## config.mk

```make
export PLATFORM = sky130hd
export DESIGN_NAME = shift_sequencer_flat
export DESIGN_NICKNAME = d
export VERILOG_FILES = /design/src/rtl/shift_sequencer_if.sv /design/src/rtl/shift_sequencer.sv /design/src/flat_wrapper.sv
export SDC_FILE = /design/constraint.sdc
export NUM_CORES = 1
export LEC_CHECK = 0
export CORE_UTILIZATION = 51
export CTS_BUF_LIST = sky130_fd_sc_hd__clkbuf_2 sky130_fd_sc_hd__clkbuf_4 sky130_fd_sc_hd__clkbuf_8
export DETAILED_ROUTE_END_ITERATION = 6
export PLACE_DENSITY_LB_ADDON = 0.3
export REMOVE_ABC_BUFFERS = 1
export SETUP_SLACK_MARGIN = 0.05
export SYNTH_ARGS = -nofsm -noshare
export SYNTH_HDL_FRONTEND = slang
export SYNTH_SLANG_ARGS = --single-unit
```

## constraint.sdc

```tcl
create_clock -name clk -period 2 [get_ports clk]
set_clock_uncertainty 0.15 [all_clocks]
set_input_delay 0.4 -clock clk [delete_from_list [all_inputs] [get_ports clk]]
set_output_delay 0.4 -clock clk [all_outputs]
set_load 0.02 [all_outputs]
```

## src/rtl/shift_sequencer_if.sv

```systemverilog
// Handshake/bus bundle for the shift sequencer: request fields driven by the
// master, status and registered result/flags driven by the slave.
interface shift_sequencer_if #(
  parameter int WIDTH = 8,
  parameter int AMT_W = 3
);
  logic             start;
  logic             la;
  logic             lr;
  logic [WIDTH-1:0] a;
  logic [AMT_W-1:0] amt;
  logic             busy;
  logic             done;
  logic [WIDTH-1:0] y;
  logic             c;
  logic             v;
  logic             n;
  logic             z;

  modport master (
    output start, la, lr, a, amt,
    input  busy, done, y, c, v, n, z
  );

  modport slave (
    input  start, la, lr, a, amt,
    output busy, done, y, c, v, n, z
  );
endinterface

```

## src/rtl/shift_sequencer.sv

```systemverilog
// Multi-cycle shifter: one single-bit shift per clock (arithmetic right,
// logical right or left) followed by a one-cycle done pulse with the
// registered result and C/V/N/Z flags.
module shift_sequencer #(
  parameter int WIDTH = 8,
  parameter int AMT_W = 3
) (
  input  logic              clk,
  input  logic              rst,
  shift_sequencer_if.slave  bus
);

  typedef enum logic [1:0] {
    S_IDLE  = 2'd0,
    S_SHIFT = 2'd1,
    S_DONE  = 2'd2
  } state_t;

  state_t           r_state;
  state_t           w_state_next;

  logic [WIDTH-1:0] r_work;
  logic             r_carry;
  logic [AMT_W-1:0] r_cnt;
  logic             r_la;
  logic             r_lr;

  logic [WIDTH-1:0] r_y;
  logic             r_c;
  logic             r_n;
  logic             r_z;

  logic [WIDTH-1:0] w_step_val;
  logic             w_step_carry;
  logic             w_accept;
  logic             w_accept_zero;
  logic             w_last_step;

  assign w_accept      = (r_state == S_IDLE) && bus.start;
  assign w_accept_zero = w_accept && (bus.amt == '0);
  // The counter holds the number of steps still to do, so the step taken
  // while it reads 1 is the final one.
  assign w_last_step   = (r_state == S_SHIFT) && (r_cnt == AMT_W'(1));

  // Next-state logic
  always_comb begin
    w_state_next = r_state;
    case (r_state)
      S_IDLE: begin
        if (bus.start) begin
          w_state_next = (bus.amt == '0) ? S_DONE : S_SHIFT;
        end
      end
      S_SHIFT: begin
        if (r_cnt == AMT_W'(1)) begin
          w_state_next = S_DONE;
        end
      end
      S_DONE:  w_state_next = S_IDLE;
      default: w_state_next = S_IDLE;
    endcase
  end

  // State register
  always_ff @(posedge clk) begin
    if (rst) begin
      r_state <= S_IDLE;
    end else begin
      r_state <= w_state_next;
    end
  end

  // One single-bit step of the working register; arithmetic right replicates
  // the sign bit, logical right and left fill with zero.
  always_comb begin
    w_step_val   = r_work;
    w_step_carry = r_carry;
    if (r_lr) begin
      w_step_val   = {r_la & r_work[WIDTH-1], r_work[WIDTH-1:1]};
      w_step_carry = r_work[0];
    end else begin
      w_step_val   = {r_work[WIDTH-2:0], 1'b0};
      w_step_carry = r_work[WIDTH-1];
    end
  end

  // Working registers: captured on accept, stepped once per SHIFT cycle
  always_ff @(posedge clk) begin
    if (rst) begin
      r_work  <= '0;
      r_carry <= 1'b0;
      r_cnt   <= '0;
      r_la    <= 1'b0;
      r_lr    <= 1'b0;
    end else if (w_accept) begin
      r_work  <= bus.a;
      r_carry <= 1'b0;
      r_cnt   <= bus.amt;
      r_la    <= bus.la;
      r_lr    <= bus.lr;
    end else if (r_state == S_SHIFT) begin
      r_work  <= w_step_val;
      r_carry <= w_step_carry;
      r_cnt   <= r_cnt - AMT_W'(1);
    end
  end

  // Result/flag registers: only updated on the edge that enters DONE
  always_ff @(posedge clk) begin
    if (rst) begin
      r_y <= '0;
      r_c <= 1'b0;
      r_n <= 1'b0;
      r_z <= 1'b0;
    end else if (w_accept_zero) begin
      r_y <= bus.a;
      r_c <= 1'b0;
      r_n <= bus.a[WIDTH-1];
      r_z <= (bus.a == '0);
    end else if (w_last_step) begin
      r_y <= w_step_val;
      r_c <= w_step_carry;
      r_n <= w_step_val[WIDTH-1];
      r_z <= (w_step_val == '0);
    end
  end

  assign bus.busy = (r_state == S_SHIFT);
  assign bus.done = (r_state == S_DONE);
  assign bus.y    = r_y;
  assign bus.c    = r_c;
  assign bus.v    = 1'b0;
  assign bus.n    = r_n;
  assign bus.z    = r_z;

endmodule

```

## src/flat_wrapper.sv

```systemverilog
// flat-port wrapper written by rule: the top's interface ports become plain ports
module shift_sequencer_flat 
#(
  parameter int WIDTH = 8,
  parameter int AMT_W = 3
)
  (clk, rst, bus_start, bus_la, bus_lr, bus_a, bus_amt, bus_busy, bus_done, bus_y, bus_c, bus_v, bus_n, bus_z);
  shift_sequencer_if #(.WIDTH(WIDTH), .AMT_W(AMT_W)) bus_i ();
  input  logic clk;
  input  logic rst;
  input wire logic [$bits(bus_i.start)-1:0] bus_start;
  input wire logic [$bits(bus_i.la)-1:0] bus_la;
  input wire logic [$bits(bus_i.lr)-1:0] bus_lr;
  input wire logic [$bits(bus_i.a)-1:0] bus_a;
  input wire logic [$bits(bus_i.amt)-1:0] bus_amt;
  output wire logic [$bits(bus_i.busy)-1:0] bus_busy;
  output wire logic [$bits(bus_i.done)-1:0] bus_done;
  output wire logic [$bits(bus_i.y)-1:0] bus_y;
  output wire logic [$bits(bus_i.c)-1:0] bus_c;
  output wire logic [$bits(bus_i.v)-1:0] bus_v;
  output wire logic [$bits(bus_i.n)-1:0] bus_n;
  output wire logic [$bits(bus_i.z)-1:0] bus_z;
  assign bus_i.start = bus_start;
  assign bus_i.la = bus_la;
  assign bus_i.lr = bus_lr;
  assign bus_i.a = bus_a;
  assign bus_i.amt = bus_amt;
  assign bus_busy = bus_i.busy;
  assign bus_done = bus_i.done;
  assign bus_y = bus_i.y;
  assign bus_c = bus_i.c;
  assign bus_v = bus_i.v;
  assign bus_n = bus_i.n;
  assign bus_z = bus_i.z;
  shift_sequencer #(.WIDTH(WIDTH), .AMT_W(AMT_W)) u_core (.clk(clk), .rst(rst), .bus(bus_i));
endmodule
```

# [Yosys cells after proc, flatten, opt, wreduce, memory -nomap -nowiden]
# Cells that the tools add are included.
[totals] ff_bits=26 input_bits=16 output_inout_bits=14 elab_cells=43
[op_classes] n_addsub=1 eq_ne=5 muxes=16 bitwise=1 reduce_logical=11
[op_table] operator="8-bit 2-to-1 mux" n=5
[op_table] operator="8-bit zero test" n=2
[op_table] operator="2-bit 2-to-1 mux" n=3
[op_table] operator="3-bit 2-to-1 mux" n=2
[op_table] operator="1-bit 2-to-1 mux" n=5
[op_table] operator="2-bit case mux with 2 select lines" n=1
[op_table] operator="2-bit nonzero test" n=2
[op_table] operator="3-bit by 1-bit equality test with 1-bit output (second input constant)" n=1
[op_table] operator="1-bit logical AND" n=3
[op_table] operator="3-bit zero test" n=1
[op_table] operator="3-bit by 1-bit subtractor with 3-bit output (second input constant)" n=1
[op_table] operator="2-bit by 1-bit equality test with 1-bit output (second input constant)" n=1
[op_table] operator="2-bit equality test (second input constant)" n=1
[op_table] operator="2-bit zero test" n=1
[op_table] operator="2-bit by 1-bit inequality test with 1-bit output (second input constant)" n=1
[op_table] operator="2-bit inequality test (second input constant)" n=1
[op_table] operator="2-bit AND reduction" n=1
[op_table] operator="2-bit OR reduction" n=1
[op_table] operator="1-bit bitwise AND" n=1

# [Logic depth before layout (Yosys ltp)]
[depth] depth_word=5 mapped_depth=8

# [Least setup slack after synthesis]
# OpenSTA, ideal clock, no wires.
[synth_path] path_kind="register to register" startpoint="register u_core.r_cnt[1]" endpoint="register u_core.r_y[1], in the netlist u_core.bus.y[1]" t_arrival_ns=1.335 t_required_ns=1.722 slack_ns=0.388 stages_incl_launch_ff=8 path_cell_list="dfxtp_1 > inv_1 > ha_1 > and4bb_1 > buf_6 > mux2_1 > mux2i_1 > nor2_1"
[synth_via] elab_chain_cells=3
[synth_lines] element="start, declared" line_no="shift_sequencer.sv:24" source="logic [AMT_W-1:0] r_cnt;"
[synth_lines] element="start signal, assigned" line_no="shift_sequencer.sv:98" source="r_cnt <= bus.amt;"
[synth_lines] element="start signal, assigned" line_no="shift_sequencer.sv:104" source="r_cnt <= r_cnt - AMT_W'(1);"
[synth_lines] element="3-bit by 1-bit equality test with 1-bit output" line_no="shift_sequencer.sv:43" source="assign w_last_step = (r_state == S_SHIFT) && (r_cnt == AMT_W'(1));"
[synth_lines] element="1-bit logical AND" line_no="shift_sequencer.sv:43"
[synth_lines] element="2-bit nonzero test (no line)"
[synth_lines] element="end signal, assigned" line_no="shift_sequencer.sv:116" source="r_y <= bus.a;"
[synth_lines] element="end signal, assigned" line_no="shift_sequencer.sv:121" source="r_y <= w_step_val;"
[synth_lines] element="end, declared" line_no="shift_sequencer.sv:28" source="logic [WIDTH-1:0] r_y;"
# Every way passes these cells.
# A chain may end at the register's enable or synchronous reset.

==> impl.org <==
** Status
- The run finished with clean final reports.

** Hold path
- Class of the worst hold path :: reg -> reg

** STA
- After layout, the worst setup slack is 148.8 ps.
- Setup violations remaining at the end of the flow were counted as 0.
- Of the available clock period, the critical path in the final layout requires 92.56%.
- Max-slew violations :: 0
- Static timing analysis puts the maximum clock frequency at 540.2 MHz.
- The smallest clock period supported by the final layout is computed as 1851 ps.
- Setup repair after global routing missed its margin :: no
- Hold Violations, Final :: 0

** Global route
- Entering global routing, the biggest net connects 26 pins.
- In the global route stage, overall resource usage came out at 24.97%.
- Vias in the first global route :: 1191
- The initial antenna violation count is 0.
- The first global-routing pass estimated 4.968 mm of wire.
- Global routing finished with a remaining overflow of 0.

** Critical path
- The worst register-to-register path has a setup slack of 150 ps.
- Biggest fanout along the worst timing path :: 3
- STA puts the critical path data arrival time at 1300 ps.
- Walking the worst path, the cells encountered are clkdlybuf4s50_1.
- Startpoint class of the critical path :: flop
- For this run, the slowest stage of the critical path takes 610 ps.
- Crit Path Category :: reg -> out
- Count of buffering cells on the critical path with inverters included :: 1
- Among all stages on the critical path, the largest delay is contributed by sky130_fd_sc_hd__clkdlybuf4s50_1.
- For the worst setup path, the data required time is 1450 ps.
- CP top delay family :: buffers and inverters
- Category of the worst setup path capture point :: output pin

** Clocking
- Clock transition time at the flip-flop clock pins of the worst setup and hold paths :: 140 ps
- The cell sitting at the root of the clock tree is a sky130_fd_sc_hd__clkbuf_4.
- Cts hold-fix bufs :: 0
- Clock Path Buffers :: 2
- Sink count of the clock tree :: 25
- In this run the number of H-tree levels came out at 1.
- Inserted Clock Buffers :: 3
- At the later pin of the worst-skew pair, clock insertion delay measures 320 ps.
- TritonCTS built the clock tree.

** Placement
- Worst Setup Slack post-DPL :: -62.17 ps
- Summing all placed instances gives a cell area of 0.001594 mm^2.
- Placed wire-length estimate :: 2.248 mm
- Final GP Congestion :: 0.8669
- Number of buffer cells added on primary ports :: 28

** Pwr
- Sequential cells burn 52.9% of the power.
- Power, Total :: 1090 uW
- Switching power summed over all nets :: 334.0 uW
- Power spread over the standard cell area amounts to 671.7 mW/mm^2.
- Per report_power, the combinational group accounts for 26.3% of the total.
- Fraction of power spent switching nets :: 30.64%
- Across the VDD grid, the largest voltage drop is 0.0005039 V.
- The clock network accounts for 20.8% of the total power.
- Summed over all cells, the static leakage comes to 0.0005946 uW.
- The internal power of the cells totals 756.0 uW.

** Yosys
- Post-synth top area cell :: sky130_fd_sc_hd__dfxtp_1
- After synthesis, the share of flip-flops with an asynchronous set or reset is 0%.
- Summing every instance area after synthesis gives 0.001289 mm^2.
- Number of library cell types mapped by synthesis :: 41
- The most used flip-flop cell after synthesis is sky130_fd_sc_hd__dfxtp_1.
- Sequential cells were found to cover 38.83% of the synthesized design area.
- Dividing the synthesized area by the synthesized cell count gives 8.592 um^2.
- Area contributors post-synth :: sky130_fd_sc_hd__dfxtp_1 39%, sky130_fd_sc_hd__nor2_1 5.8%, sky130_fd_sc_hd__a21oi_1 5.4%
- The top cell type by area accounts for 38.83% of the synthesized area.
- Yosys printed 0 warnings.
- Number of enable flip-flop cells after synthesis :: 0
- In this run, synthesis produced a sequential element count of 25.
- Most instantiated cells after synthesis :: 25 x sky130_fd_sc_hd__dfxtp_1, 20 x sky130_fd_sc_hd__nor2_1, 17 x sky130_fd_sc_hd__nand2_1
- Synthesis produced 150 cells.
- Most frequently used cell type in the post-synthesis netlist :: sky130_fd_sc_hd__dfxtp_1

** Detailed routing
- Final wirelength :: 2.996 mm
- Antenna-violating nets left :: 0
- Vias per std cell :: 5.952
- In the routed design, unresolved DRC markers number 0.
- For this block, the initial DRC count from the detailed router was 33.
- Dividing the detail-routed wire length by the instance count gives 14.40 um.
- Total number of vias :: 1238
- Drt first pass iters :: 4

** Floorplan
- Total core area :: 0.002297 mm^2
- Once the floorplan was initialized, standard cells occupied 56.10% of the core.
- The floorplan step defined a die boundary enclosing 0.002732 mm^2.
- The die is 52.27 um tall.
- From left edge to right edge, the die measures 52.27 um.
- Floorplan row count :: 17
- Number of top-level pins :: 30

** Cells and area
- The number of antenna diodes in the final layout is 0.
- Of the cells placed in the final design, the portion with a size suffix greater than 1 is 13.33%.
- Combined area of the multi-input logic cells :: 699.4 um^2
- Filler cells :: 176
- Post-Layout Inst Area :: 0.001623 mm^2
- Sequential cell area :: 504.2 um^2
- Final Net Count :: 199
- Compared with the post-synthesis result, the final layout area differs by 25.92%.

** Job
- Across the run, the number of max-cap violations was 0.
per-layer routing:
metal / track usage, % / vias up / wire length, um
met4: 14.04 / 0 / 45
met1: 28.95 / 581 / 1323
met2: 42.95 / 52 / 1430
met3: 4.348 / 5 / 197
met5: 0 / - / 0
li1: - / 600 / -
stage by stage:
stage,TNS [ps],utilization (%),hold slack (ps),instances
finish,0,70.64,338.2,208
global route,0,70.64,368.6,208
CTS,0,70.59,342.0,208
detailed placement,-139.0,69.39,320.9,204
global placement,0,69.39,311.7,204
floorplan,0,-,281.0,139
path summary, 6_finish.rpt:
kind	from	to	cells after the start
worst max-delay path	u_core.bus.y[7]	bus_n	1
worst min-delay path	u_core.bus.y[2]	u_core.bus.y[2]	2
worst max register to register	u_core.r_cnt[0]	u_core.bus.y[1]	5
worst min register to register	u_core.bus.y[2]	u_core.bus.y[2]	2
area by class of cell:
cell class	count	share of cell area, %
Sequential cell	25	31.07
Inverter	3	0.6939
Tap cell	28	2.159
Clock inverter	1	0.3084
Multi-Input combinational cell	111	43.10
Timing Repair Buffer	37	21.28
Clock buffer	3	1.388
cell usage in the layout (no fill, tap or decap), types with 2 or more instances in the layout:
cell / synthesis / layout
sky130_fd_sc_hd__dfxtp_1: 25 / 22
sky130_fd_sc_hd__inv_1: 2 / 2
sky130_fd_sc_hd__clkbuf_4: 0 / 3
sky130_fd_sc_hd__nor3_1: 7 / 7
sky130_fd_sc_hd__buf_4: 3 / 9
sky130_fd_sc_hd__mux2i_1: 7 / 7
sky130_fd_sc_hd__nor4_1: 2 / 2
sky130_fd_sc_hd__nand2b_1: 3 / 3
sky130_fd_sc_hd__nand2_1: 17 / 17
sky130_fd_sc_hd__clkdlybuf4s50_1: 0 / 26
sky130_fd_sc_hd__o211ai_1: 4 / 4
sky130_fd_sc_hd__dfxtp_2: 0 / 3
sky130_fd_sc_hd__a311oi_1: 2 / 2
sky130_fd_sc_hd__a2bb2oi_1: 3 / 3
sky130_fd_sc_hd__dlygate4sd2_1: 0 / 2
sky130_fd_sc_hd__a21oi_1: 14 / 14
sky130_fd_sc_hd__nor2_1: 20 / 20
sky130_fd_sc_hd__nor2b_1: 3 / 3
sky130_fd_sc_hd__ha_1: 2 / 2
sky130_fd_sc_hd__a221oi_1: 7 / 7
cells by family (layout without fill, tap and decap cells):
logic type	after synthesis	after routing	synth area share (%)
flops	25	25	38.83
fa+ha+maj	2	2	1.941
buf+inv	14	44	6.893
simple gates	63	63	25.05
mux	9	9	7.185
compound gates	36	36	19.81
other cells	1	1	0.2910
repair_timing:
item | in CTS | in global routing
setup buffers | 0 | 0
cloned | 0 | 0
endpoints found under the setup margin | 2 | 6
hold endpoints to repair | 0 | 0
resized for setup | 4 | 2
power groups by stage:
stage | Combinational (uW) | Sequential [uW] | Clock (uW)
4_1_cts | 286 | 575 | 237
5_1_grt | 316 | 581 | 249
3_3_place_gp | 278 | 583 | 0
2_1_floorplan | 152 | 590 | 0
6_report | 286 | 577 | 226
3_5_place_dp | 286 | 586 | 0
registers in the layout, indices dropped and copies added (netlist names):
signal,count
u_core.bus.y,8
u_core.r_work,8
u_core.r_cnt,3
u_core.r_state,2
u_core.bus.c,1
u_core.r_lr,1
u_core.bus.z,1
u_core.r_la,1
worst register-to-register path: stages (launching register included):
cell and delay (ps):
sky130_fd_sc_hd__dfxtp_1 420, sky130_fd_sc_hd__ha_1 200, sky130_fd_sc_hd__and4bb_2 410, sky130_fd_sc_hd__mux2_1 360, sky130_fd_sc_hd__mux2i_1 150, sky130_fd_sc_hd__nor2_1 50
No activity file was read; power rests on OpenSTA's default activity.
